**config.mk**
```make
export PLATFORM = sky130hd
export DESIGN_NAME = mac_ofm_packer
export DESIGN_NICKNAME = d
export VERILOG_FILES = /design/src/rtl/mac_ofm_packer.sv
export SDC_FILE = /design/constraint.sdc
export NUM_CORES = 1
export LEC_CHECK = 0
export ABC_AREA = 0
export BUFFER_PORTS_ARGS = -buffer_cell sky130_fd_sc_hd__buf_4
export CAP_MARGIN = 40
export CORE_ASPECT_RATIO = 0.7
export CORE_UTILIZATION = 51
export CTS_CLUSTER_SIZE = 16
export DETAILED_ROUTE_END_ITERATION = 8
export PLACE_DENSITY = 0.82
export SYNTH_ARGS = -nofsm -noshare
export SYNTH_HDL_FRONTEND = slang
export SYNTH_SLANG_ARGS = --single-unit
export TNS_END_PERCENT = 30
```
**constraint.sdc**
```tcl
create_clock -name i_clk -period 2.2 [get_ports i_clk]
set_clock_uncertainty 0.2 [all_clocks]
set_input_delay 0.33 -clock i_clk [delete_from_list [all_inputs] [get_ports i_clk]]
set_output_delay 0.33 -clock i_clk [all_outputs]
set_load 0.05 [all_outputs]
```
**src/rtl/mac_ofm_packer.sv**
```systemverilog
// ============================================================================
// Module   : mac_ofm_packer
// Brief    : Final OFM stage after the MAC psum accumulator. Applies optional
//            ReLU, then either passes fp32 through or rounds to bf16 (RNE) and
//            packs two bf16 elements per 32-bit word. An odd element at the
//            end of a tile is flushed as a half word with zero upper padding.
// Options  : MAC_OFM_PACK_STAT_EN - enables the saturating ReLU clamp counter
//            on o_stat_relu_cnt (tied to zero when undefined).
// Revision : 1.0 - initial release
// ============================================================================
`default_nettype none

module mac_ofm_packer #(
  parameter int DATA_W = 32
) (
  input  logic              i_clk,
  input  logic              i_reset,
  input  logic              i_relu_enable,
  input  logic              i_out_format,
  output logic              o_idle,
  output logic              o_input_ready,
  input  logic              i_input_valid,
  input  logic [DATA_W-1:0] i_input_data,
  input  logic              i_input_end,
  input  logic              i_output_ready,
  output logic              o_output_valid,
  output logic [DATA_W-1:0] o_output_data,
  output logic              o_output_last,
  output logic              o_output_half,
  output logic [31:0]       o_stat_relu_cnt
);

  localparam logic [14:0] c_bf16_qnan_mag = 15'h7FC0;

  // Output word register and the pending low half of a bf16 pair
  logic              r_out_valid;
  logic [DATA_W-1:0] r_out_data;
  logic              r_out_last;
  logic              r_out_half;
  logic [15:0]       r_lo;
  logic              r_lo_valid;
  logic              r_lo_end;

  logic              w_in_nan;
  logic              w_clamp;
  logic [DATA_W-1:0] w_relu;
  logic              w_relu_nan;
  logic              w_round_up;
  logic [15:0]       w_bf16;
  logic              w_out_free;
  logic              w_ready;
  logic              w_accept;
  logic              w_flush;
  logic              w_load_fp32;
  logic              w_load_pair;
  logic              w_load_lo;
  logic              w_load;
  logic [DATA_W-1:0] w_load_data;

  // ReLU: negative non-NaN values (including -0 and -Inf) become +0
  assign w_in_nan = (&i_input_data[30:23]) & (|i_input_data[22:0]);
  assign w_clamp  = i_relu_enable & i_input_data[31] & ~w_in_nan;
  assign w_relu   = w_clamp ? '0 : i_input_data;

  // bf16 round-to-nearest-even; a carry into the exponent rounds to Inf.
  // NaN collapses to a quiet NaN keeping the sign.
  assign w_relu_nan = (&w_relu[30:23]) & (|w_relu[22:0]);
  assign w_round_up = w_relu[15] & (w_relu[16] | (|w_relu[14:0]));
  assign w_bf16     = w_relu_nan ? {w_relu[31], c_bf16_qnan_mag}
                                 : (w_relu[31:16] + {15'd0, w_round_up});

  // Handshake. While a tile-end half is pending, input stalls until it has
  // been flushed so a pair never straddles two tiles.
  assign w_out_free = ~r_out_valid | i_output_ready;
  assign w_ready    = i_out_format ? (r_lo_valid ? (w_out_free & ~r_lo_end) : 1'b1)
                                   : w_out_free;
  assign w_accept   = i_input_valid & w_ready;

  // Flush and pair-load are mutually exclusive: a pending end blocks input
  assign w_flush     = i_out_format & r_lo_valid & r_lo_end & w_out_free;
  assign w_load_fp32 = w_accept & ~i_out_format;
  assign w_load_pair = w_accept & i_out_format & r_lo_valid;
  assign w_load_lo   = w_accept & i_out_format & ~r_lo_valid;
  assign w_load      = w_load_fp32 | w_load_pair | w_flush;
  assign w_load_data = w_flush     ? {16'h0000, r_lo} :
                       w_load_pair ? {w_bf16, r_lo}   : w_relu;

  // Output register: load new word, or drop valid once it has been taken
  always_ff @(posedge i_clk or posedge i_reset) begin
    if (i_reset) begin
      r_out_valid <= 1'b0;
      r_out_data  <= '0;
      r_out_last  <= 1'b0;
      r_out_half  <= 1'b0;
    end else if (w_load) begin
      r_out_valid <= 1'b1;
      r_out_data  <= w_load_data;
      r_out_last  <= w_flush | i_input_end;
      r_out_half  <= w_flush;
    end else if (i_output_ready) begin
      r_out_valid <= 1'b0;
    end
  end

  // Pending half: holds the first bf16 element of a pair (or a tile tail)
  always_ff @(posedge i_clk or posedge i_reset) begin
    if (i_reset) begin
      r_lo       <= '0;
      r_lo_valid <= 1'b0;
      r_lo_end   <= 1'b0;
    end else if (w_load_lo) begin
      r_lo       <= w_bf16;
      r_lo_valid <= 1'b1;
      r_lo_end   <= i_input_end;
    end else if (w_load_pair | w_flush) begin
      r_lo_valid <= 1'b0;
      r_lo_end   <= 1'b0;
    end
  end

`ifdef MAC_OFM_PACK_STAT_EN
  logic [31:0] r_stat_relu_cnt;
  logic        w_stat_inc;

  // Only real clamps count: a -0 input is already zero in magnitude
  assign w_stat_inc = w_accept & w_clamp & (|i_input_data[30:0]);

  // Saturating clamp counter, cleared only by reset
  always_ff @(posedge i_clk or posedge i_reset) begin
    if (i_reset) begin
      r_stat_relu_cnt <= '0;
    end else if (w_stat_inc && (r_stat_relu_cnt != 32'hFFFF_FFFF)) begin
      r_stat_relu_cnt <= r_stat_relu_cnt + 32'd1;
    end
  end

  assign o_stat_relu_cnt = r_stat_relu_cnt;
`else
  assign o_stat_relu_cnt = 32'd0;
`endif

  assign o_idle         = ~r_out_valid & ~r_lo_valid;
  assign o_input_ready  = w_ready;
  assign o_output_valid = r_out_valid;
  assign o_output_data  = r_out_data;
  assign o_output_last  = r_out_last;
  assign o_output_half  = r_out_half;

endmodule

`default_nettype wire

```
## Word-level counts from Yosys, hierarchy flattened

Cells that the tools add are included.

- Reduce and logical (&&, ||, !) cells: 7
- Multiplexer cells: 11
- Bitwise operators: 26
- Add/sub/neg operators: 1

Operator list:

| cell | number |
|---|---|
| 32-bit 2-to-1 mux | 3 |
| 23-bit OR reduction | 2 |
| 16-bit by 1-bit adder with 16-bit output | 1 |
| 16-bit 2-to-1 mux | 1 |
| 8-bit AND reduction | 2 |
| 1-bit AND | 15 |
| 15-bit OR reduction | 1 |
| 1-bit 2-to-1 mux | 7 |
| 1-bit bitwise OR | 6 |
| 1-bit inverter | 5 |
| 2-bit nonzero test | 2 |

- Bits of input ports: 39
- Output and inout bits: 69
- Logic and storage cells: 52
- Register bits after elaboration: 53

## Longest topological paths before layout

- Depth in word-level cells: 12
- Gate-level depth with buffers: 12
- Mapped depth without buffers: 10

## Worst setup path after synthesis

No wires, ideal clock.

- Kind: input to register
- From: input i_input_data[21]
- To: register r_lo[12]
- Data required time: 1,867 ps
- Path slack: -533 ps
- Cell stages on the path: 12
- Buffers on the path: 2
- Library setup time: 133 ps
- Arrival: 2,400 ps
- Path through: buf_6 > or4_4 > nor3_2 > a21oi_2 > buf_2 > and3_1 > ha_1 > nand4_1 > nor4_1 > xor2_1 > a21oi_1 > o21ai_0

- Word-level cells in the longest chain between the ends: 10
- Elaborated cells on any way between the ends: 13
- Those cells by class: 1 x add/sub; 2 x mux; 6 x bitwise; 4 x reduce/logical

Ends and longest elaborated chain:

| element | RTL line | RTL |
|---|---|---|
| start, declared | 23 | `input logic [DATA_W-1:0] i_input_data,` |
| 23-bit OR reduction | 61 | `assign w_in_nan = (&i_input_data[30:23]) & (\|i_input_data[22:0]);` |
| 1-bit AND | 61 |  |
| 1-bit inverter | 62 | `assign w_clamp = i_relu_enable & i_input_data[31] & ~w_in_nan;` |
| 1-bit AND | 62 |  |
| 32-bit 2-to-1 mux (*) | 63 | `assign w_relu = w_clamp ? '0 : i_input_data;` |
| 15-bit OR reduction | 68 | `assign w_round_up = w_relu[15] & (w_relu[16] \| (\|w_relu[14:0]));` |
| 1-bit bitwise OR | 68 |  |
| 1-bit AND | 68 |  |
| 16-bit by 1-bit adder with 16-bit output | 70 | `: (w_relu[31:16] + {15'd0, w_round_up});` |
| 16-bit 2-to-1 mux (*) | 69 | `assign w_bf16 = w_relu_nan ? {w_relu[31], c_bf16_qnan_mag}` |
| end signal, assigned | 112 | `r_lo <= w_bf16;` |
| end, declared | 40 | `logic [15:0] r_lo;` |

Every way passes the cells marked *; elsewhere a longest branch is shown, timed or not.
A chain may end at the register's enable or synchronous reset.

## Final worst setup path

- From: input i_input_data[19]
- To: register r_out_data[26] (netlist: o_output_data[26])

- Word-level cells in the longest chain between the ends: 12
- Elaborated cells on any way between the ends: 15
- Those cells by class: 1 x add/sub; 4 x mux; 6 x bitwise; 4 x reduce/logical

Ends and longest elaborated chain:

| element | RTL line | RTL |
|---|---|---|
| 23-bit OR reduction | 61 |  |
| 1-bit AND | 61 |  |
| 1-bit inverter | 62 |  |
| 1-bit AND | 62 |  |
| 32-bit 2-to-1 mux (*) | 63 |  |
| 15-bit OR reduction | 68 |  |
| 1-bit bitwise OR | 68 |  |
| 1-bit AND | 68 |  |
| 16-bit by 1-bit adder with 16-bit output | 70 |  |
| 16-bit 2-to-1 mux | 69 |  |
| 32-bit 2-to-1 mux (*) | 86 | `w_load_pair ? {w_bf16, r_lo} : w_relu;` |
| 32-bit 2-to-1 mux (*) | 85 | `assign w_load_data = w_flush ? {16'h0000, r_lo} :` |
| end signal, assigned | 97 | `r_out_data <= w_load_data;` |
| end, declared | 37 | `logic [DATA_W-1:0] r_out_data;` |

Marks and branches as above.

==> metrics.txt <==
fmax 0.4279 GHz; Initial Util 54.48%; sw frac around 50%; DR vias approximately 3300; Pre-antenna DRT Iters 5; critical path arrival 2.36 ns; outcome finished with violations; area of the mapped netlist 0.003198 sq mm; HPWL after DPL 7.468 mm; number of library cell types mapped by synthesis 52; crit path cell chain buf_6 -> or4_4 -> nor3_4 -> a21oi_4 -> and3_4 -> ha_4 -> nand4_1 -> buf_4 -> nor2_2 -> a31oi_1 -> nor3_1 -> nor3_1; top post-synthesis cells by count nand2_1, dfrtp_1, buf_4, nor2_1, a31oi_1; H-tree level count 2; critical path's top delay family simple AND/OR/NAND/NOR gates; hold_ws 0.06426 ns; DIE HEIGHT between 60 and 70 um; largest net degree at the start of global routing 34; P&R area growth vs syn 34.59%; vias in the first global route 3161; drt wl/cell about 17 um; Avg Inst Size Synth 8.460 sq um; Final Cell Area 0.004304 sq mm; CTS root buf clkbuf_8; CP Capture Type flip-flop; CTS buffer count 5; Post-Syn Instances 378; CTS sink cnt 53; Pwr per Cell Area 1173 mW/mm^2; DR vias/cell 5.810; P_int 0.002526 W; initial antenna violation count 0; Worst-Margin Slew 0.5111 ns; WP buf/inv 2; failing checks negative setup slack; worst min path class in2reg; slowest CP cell or4_4; Residual DRC 0; clock share of power 11.4%; Final Cycle Share 106.2%; flops & latches, synth 53; Area contributors post-synth dfrtp_1, buf_4, nand2_1; Max Slew Vio Count 0; Most common cell on crit path nor3_1; # rows 23; Tmin final 2.337 ns; Routed met3 length 865 um; EDFF count, synth 0; CP Launch Type primary input; Core Box Area between 0.005 and 0.006 sq mm; top cell type's share of synthesized area 41.47%; final hold vios 0; antenna viol nets, final 0; routability cong. 0.8879; Clk pin slew, worst setup/hold paths roughly 0.10 ns; peak supply drop 0.0008008 V; CP Class in2reg; first-pass GRT wire length 15.99 mm; gr usage total 30.94%; unrepaired setup endpoints after global routing true; Post-synth ARST share 100.0%; PortBufs between 70 and 80; # setup viols final 10; ys flop type dfrtp_1; DRT Wirelength 9.938 mm; Placed Area a little over 0.004 sq mm; DRT met1 WL 4.406 mm; DIE AREA 0.006597 sq mm; Crit Path Max Fanout 5; Leak Pwr 2.075 nW; Synth warnings 0; Sw Pwr ~0.0025 W; WL met2 4.528 mm; critical path required time 2.22 ns; Gate power share 55.2%; top sig layer met4; total grt overflow 0; initial DRC count roughly 330; Die W 96.65 um; Worst path max stage delay around 0.55 ns; most frequent cell after synthesis nand2_1; post-synth top area cell dfrtp_1; Seq/Total Area, Yosys 41.47%; Max-slew headroom between 60% and 70%; final worst setup slack -0.1372 ns; deepest clock path buffer count 2; CTS tree yes; layout cells sized above 1 about a third; share of power burned in registers 33.4%; max-capacitance violation count 0; clk_lat worst skew 0.32 ns; IO Count between 100 and 150; final net count 539; Ant. Diodes 0
[worst reg2reg max path, delay by kind of cell, from the launching register on]
kind | cells | cell delay [ns]
AO/OA/AOI/OAI | 1 | 0.21
AND/OR/NAND/NOR | 4 | 1.08
flip-flops | 1 | 0.38
buffers and inverters | 1 | 0.15
[worst paths after layout]
kind / start / end / slack (ns) / cells past startpoint
max in group asynchronous: i_reset / o_output_data[11] / 0.73 / 4
max: i_input_data[19] / o_output_data[26] / -0.14 / 12
max reg2reg: o_output_valid / o_output_data[26] / 0.05 / 6
min reg2reg: r_lo[7] / r_lo[7] / 0.30 / 2
min: i_input_end / r_lo_end / 0.06 / 2
min in group asynchronous: i_reset / o_output_data[0] / 0.39 / 3
[sequential cells by signal, indices dropped and copies added (netlist names)]
name            cells
o_output_data      32
r_lo               16
o_output_half       1
o_output_last       1
o_output_valid      1
r_lo_end            1
r_lo_valid          1
[cell families (layout without fill, tap and decap cells)]
family,Yosys count,in the layout,synth area share [%]
AO/OA/AOI/OAI,88,88,18.66
XOR/XNOR,11,11,3.012
adder cells (fa/ha/maj),1,1,0.3912
buffers and inverters,64,155,11.97
flip-flops,53,53,41.47
multiplexers,1,1,0.3130
other,1,32,0.1173
AND/OR/NAND/NOR,159,159,24.06
[repair_timing]
action | 4_1_cts | 5_1_grt
setup buffers | 3 | 1
endpoints found under the setup margin | 11 | 16
hold buffers | 1 | 0
pin swaps | 14 | 9
resized for setup | 12 | 9
hold endpoints to repair | 19 | 0
[power by group through the flow]
stage	sequential [W]	clock (W)	combinational, W
floorplan	0.00260	0	0.000931
global route	0.00174	0.000613	0.00295
CTS	0.00168	0.000581	0.00277
finish	0.00169	0.000576	0.00278
detailed placement	0.00169	0	0.00275
global placement	0.00168	0	0.00269
[metrics by stage]
step	power (W)	std cells	worst slack (ns)	util, %	TNS [ns]
2_1_floorplan	0.003533	409	-0.3529	-	-3.441
3_3_place_gp	0.004379	562	-0.4654	70.06	-5.530
3_5_place_dp	0.004439	562	-0.5860	70.06	-6.570
4_1_cts	0.005029	574	-0.1451	72.78	-1.036
5_1_grt	0.005301	575	-0.1979	73.32	-1.607
6_report	0.005048	575	-0.1372	73.32	-0.7157
[layout by cell type, fill, tap and decap left out, types with 4 or more instances in the layout]
cell	count
a21oi_1	12
a221o_1	4
a31oi_1	27
a32oi_1	5
and2_1	4
buf_4	131
buf_6	5
clkbuf_8	5
conb_1	32
dfrtp_1	53
inv_1	7
nand2_1	53
nand3_1	22
nand4_1	7
nor2_1	31
nor3_1	11
nor4_1	6
o21ai_0	8
o21ai_1	7
xnor2_1	5
xor2_1	6
[per-layer routing]
metal / GRT usage, % / vias up
met4: 8.209 / 0
met2: 50.00 / 196
met3: 7.354 / 20
li1: - / 1544
met5: 0 / -
met1: 42.38 / 1581
[final cells by class]
| cell class | count | area (sq um) |
|---|---|---|
| Inverter | 8 | 30.03 |
| Clock buffer | 5 | 68.82 |
| Sequential cell | 53 | 1326 |
| Tap cell | 75 | 93.84 |
| Timing Repair Buffer | 139 | 1085 |
| Multi-Input combinational cell | 292 | 1675 |
| Clock inverter | 3 | 25.02 |
| Fill cell | 461 | 1567 |
Note: power is estimated with default switching activity, not from simulation.
